**src/rtl/cbus_arbiter.sv**
```systemverilog
// cbus_arbiter: two-port (instruction/data) arbiter onto a single bus converter request channel,
// data-priority with an instruction anti-starvation limit and one idle cycle between grants.
module cbus_arbiter #(
    parameter int STARVE_LIMIT = 4
) (
    input  logic        clk,
    input  logic        resetn,
    input  logic        i_req_valid,
    input  logic        i_req_is_write,
    input  logic [2:0]  i_req_size,
    input  logic [31:0] i_req_addr,
    input  logic [3:0]  i_req_strobe,
    input  logic [31:0] i_req_data,
    input  logic [3:0]  i_req_len,
    input  logic        d_req_valid,
    input  logic        d_req_is_write,
    input  logic [2:0]  d_req_size,
    input  logic [31:0] d_req_addr,
    input  logic [3:0]  d_req_strobe,
    input  logic [31:0] d_req_data,
    input  logic [3:0]  d_req_len,
    output logic        i_resp_ready,
    output logic        i_resp_last,
    output logic [31:0] i_resp_data,
    output logic        d_resp_ready,
    output logic        d_resp_last,
    output logic [31:0] d_resp_data,
    output logic        oreq_valid,
    output logic        oreq_is_write,
    output logic [2:0]  oreq_size,
    output logic [31:0] oreq_addr,
    output logic [3:0]  oreq_strobe,
    output logic [31:0] oreq_data,
    output logic [3:0]  oreq_len,
    input  logic        oresp_ready,
    input  logic        oresp_last,
    input  logic [31:0] oresp_data
);
    localparam int CW = $clog2(STARVE_LIMIT + 1);

    typedef enum logic [1:0] {IDLE, BUSY_I, BUSY_D} state_t;

    state_t        state;
    logic [CW-1:0] starve_cnt;
    logic          sel_i, sel_d, starved;

    assign sel_i   = state == BUSY_I;
    assign sel_d   = state == BUSY_D;
    assign starved = starve_cnt == CW'(STARVE_LIMIT);

    // A D grant with an instruction waiting is only possible below the limit, so the increment saturates.
    always_ff @(posedge clk or negedge resetn) begin
        if (!resetn) begin
            state      <= IDLE;
            starve_cnt <= '0;
        end else if (state == IDLE) begin
            if (d_req_valid && !(i_req_valid && starved)) begin
                state <= BUSY_D;
                if (i_req_valid) starve_cnt <= starve_cnt + CW'(1);
            end else if (i_req_valid) begin
                state      <= BUSY_I;
                starve_cnt <= '0;
            end
        end else if (oresp_ready && oresp_last) begin
            state <= IDLE;
        end
    end

    always_comb begin
        oreq_valid    = sel_i ? i_req_valid    : sel_d ? d_req_valid    : 1'b0;
        oreq_is_write = sel_i ? i_req_is_write : sel_d ? d_req_is_write : 1'b0;
        oreq_size     = sel_i ? i_req_size     : sel_d ? d_req_size     : 3'd0;
        oreq_addr     = sel_i ? i_req_addr     : sel_d ? d_req_addr     : 32'd0;
        oreq_strobe   = sel_i ? i_req_strobe   : sel_d ? d_req_strobe   : 4'd0;
        oreq_data     = sel_i ? i_req_data     : sel_d ? d_req_data     : 32'd0;
        oreq_len      = sel_i ? i_req_len      : sel_d ? d_req_len      : 4'd0;
        i_resp_ready  = sel_i & oresp_ready;
        i_resp_last   = sel_i & oresp_last;
        d_resp_ready  = sel_d & oresp_ready;
        d_resp_last   = sel_d & oresp_last;
        i_resp_data   = oresp_data;
        d_resp_data   = oresp_data;
    end
endmodule

```
**config.mk**
```make
export PLATFORM = sky130hd
export DESIGN_NAME = cbus_arbiter
export DESIGN_NICKNAME = d
export VERILOG_FILES = /design/src/rtl/cbus_arbiter.sv
export SDC_FILE = /design/constraint.sdc
export NUM_CORES = 1
export LEC_CHECK = 0
export ABC_CLOCK_PERIOD_IN_PS = 3250
export CORE_AREA = 2 2 130 132
export CTS_CLUSTER_DIAMETER = 200
export CTS_CLUSTER_SIZE = 28
export DETAILED_ROUTE_END_ITERATION = 7
export DIE_AREA = 0 0 132 134
export PLACE_DENSITY_LB_ADDON = 0.15
export SYNTH_ARGS = -nofsm -noshare
export SYNTH_HDL_FRONTEND = slang
export SYNTH_SLANG_ARGS = --single-unit
```
**constraint.sdc**
```tcl
create_clock -name clk -period 3.25 [get_ports clk]
set_input_delay 0.975 -clock clk [delete_from_list [all_inputs] [get_ports clk]]
set_output_delay 0.975 -clock clk [all_outputs]
set_load 0.05 [all_outputs]
```
==> results.toml, run 1 <==
[route]
met1_length_um = 2733
via_per_inst = 3.679
met3_length_um = 978
vias = 2119
wl_met2_um = 4439
avgRoutedWirePerCell_um = 14.40
drtAntennaViolNets = 0
top_layer = "met4"
dr.pass1.iters = 4
first_iter_violations = 40
drc = 0
wl_um = 8294

[die]
dieArea_mm2 = 0.01769
fp-row-count = 47
initial_utilization_pct = 9.632
die_w_um = 132
die_h_um = 134
coreArea_mm2 = 0.01629
io_pins = 335

[power_and_ir_drop]
p_total_uw = 5068
pwr_density_cell_mw_per_mm2 = 1110
power.leakage_uw = 0.001799
ir_drop_v = 0.0004626

[timing]
slew_viol_final = 0
rsz0062_at_grt = "false"
worst_pin_slew_ns = 0.4883
setup_tns_ns = 0
max_freq_mhz = 354.1
min_period_over_period_pct = 86.90
finalSetupViolations = 0
timing.slew.headroom_pct = 67.45
period_minus_slack_ns = 2.824
finClkSkew_ns = 0.001391
hold_violations = 0
holdWs_ns = 0.4834

[clock_network]
path_clk_slew_ns = 0.03
cts.sinks = 5
ctsRootBufferMaster = "clkbuf_16"
ctsHtreeMaxLevel = 1
postCtsResizedCells = 0
cts_buffers = 3
cts_tree = "built"
clockBufferDepth = 2
insertion_delay_ns = 0.23
post-cts-setup-buffers = 0
cts-hold-fix-buffers = 0

[global_route]
gr-total-overflow = 0
grt_pass1_wl_um = 12550
grt_usage_pct = 8.785
grt_start_max_net_pins = 46
antenna_found_initial = 0
grt_pass1_vias = 2225

[job]
drv_cap = 0

[setup_path]
crit_type = "in2out"
crit_arrival_ns = 1.85
crit_fanout = 4
regToRegSetupSlack_ns = 1.94
critPathRequiredTime_ns = 2.27
endpoint_kind = "primary output"
startpoint_type = "input port"

[synth]
synth_cells = 192
synthXorXnorAreaFrac_pct = 0
syn_nets = 384
yosysUniqueCellTypes = 19
synth_seq_cells = 5
postSynthAreaPerCell_um2 = 8.172
synthMuxAreaShare_pct = 0.6380
synthAdderAreaFrac_pct = 1.595
yosysSeqAreaShare_pct = 7.974
netlist_area_mm2 = 0.001569
yosysWarnings = 0
yosys.area_share.simple_pct = 6.778
synth_compound_area_share_pct = 44.66
synth_top_family_by_area = "compound AO/OA/AOI/OAI gates"

[final_layout]
syn_to_final_growth_pct = 191.1
layout_commonest_cell = "clkdlybuf4s50_1"
num-fill-cells = 1714
final_cell_mix = "157 x clkdlybuf4s50_1, 81 x buf_12, 77 x a22o_1"
fin_nets = 549
drive_above_1_share_pct = 25.56
layout.cells.non_filler = 576
antennaDiodeCount = 0
post-route-util_pct = 28.04

[place]
dp_cells = 572
place.gp.congestion = 0.7421
io_buffers = 238
hpwlAfterDp_um = 7118

[status]
outcome = "finished, final reports clean"

[hold_path]
min_path_type = "reg2reg"
-- cell usage after synthesis --
library cell / count / area, um2
a22o_1: 77 / 674.4
buf_4: 66 / 495.5
buf_2: 13 / 65.06
nand2_1: 7 / 26.28
dfrtp_1: 5 / 125.1
and2_1: 4 / 25.02
buf_6: 3 / 33.78
nor2b_1: 3 / 18.77
ha_1: 2 / 25.02
inv_1: 2 / 7.510
nand3_1: 2 / 10.01
a21boi_0: 1 / 7.510
mux2i_1: 1 / 10.01
nand3b_1: 1 / 7.510
nand4_1: 1 / 6.260
nor3b_2: 1 / 12.51
o21ai_0: 1 / 5.000
o22ai_1: 1 / 6.260
o31ai_1: 1 / 7.510
-- area by class of cell --
cell class | count | area, um2 | area share [%]
timing repair buffer | 242 | 3223 | 70.58
inverter | 2 | 7.507 | 0.1644
tap | 220 | 275.3 | 6.027
sequential | 5 | 125.1 | 2.740
clock buffer | 4 | 78.83 | 1.726
multi-input combinational | 103 | 857.1 | 18.77
-- power breakdown --
group	internal [uW]	switching [uW]	total, uW
clock	162	38.7	201
sequential	88.4	37.8	126
combinational	2230	2510	4740
-- final timing paths --
| check | start | endpoint | cells past startpoint |
|---|---|---|---|
| worst min register to register | starve_cnt[2] | starve_cnt[2] | 1 |
| worst max-delay path | i_req_valid | oreq_valid | 4 |
| min in group asynchronous | resetn | starve_cnt[2] | 1 |
| max in group asynchronous | resetn | state[0] | 1 |
| worst min-delay path | starve_cnt[2] | starve_cnt[2] | 1 |
| worst max register to register | state[0] | starve_cnt[2] | 3 |
-- critical path, stage by stage --
cell	delay, ns
clkdlybuf4s50_1	0.52
nand3b_1	0.09
nand2_1	0.11
buf_12	0.14
-- sequential cells by signal, summed over array words and instances (netlist names) --
register	count
state	2
starve_cnt	3
-- cells by family after synthesis --
family / count (synthesis)
multiplexers: 1
flip-flops: 5
adder cells (fa/ha/maj): 2
AND/OR/NAND/NOR: 19
buffers and inverters: 84
AO/OA/AOI/OAI: 81
-- per-layer routing --
| metal | global-route usage [%] | up-vias |
|---|---|---|
| li1 | - | 989 |
| met1 | 8.423 | 938 |
| met2 | 17.30 | 169 |
| met3 | 3.439 | 23 |
| met4 | 2.415 | 0 |
| met5 | 0 | - |
-- through the flow --
step | worst slack, ns | area (um2)
6_report | 0.4259 | 4567
5_1_grt | 0.3777 | 4567
4_1_cts | 0.4111 | 4567
3_5_place_dp | 0.4135 | 4488
3_3_place_gp | 0.4075 | 4488
2_1_floorplan | 0.8811 | 1569
(Power assumes the default switching activity.)
==> run 2: changes to the inputs <==
CTS_CLUSTER_DIAMETER = 100   (was 200)
TNS_END_PERCENT = 50   (was default)
==> results of run 2 <==
Same layout as run 1: the final DEF is identical, and so are final timing and power.
==> run 3: changes to the inputs <==
CAP_MARGIN = 10   (was default)
SKIP_CTS_REPAIR_TIMING = 1   (was default)
==> results of run 3 <==
Same layout as run 1: the final DEF is identical, and so are final timing and power.
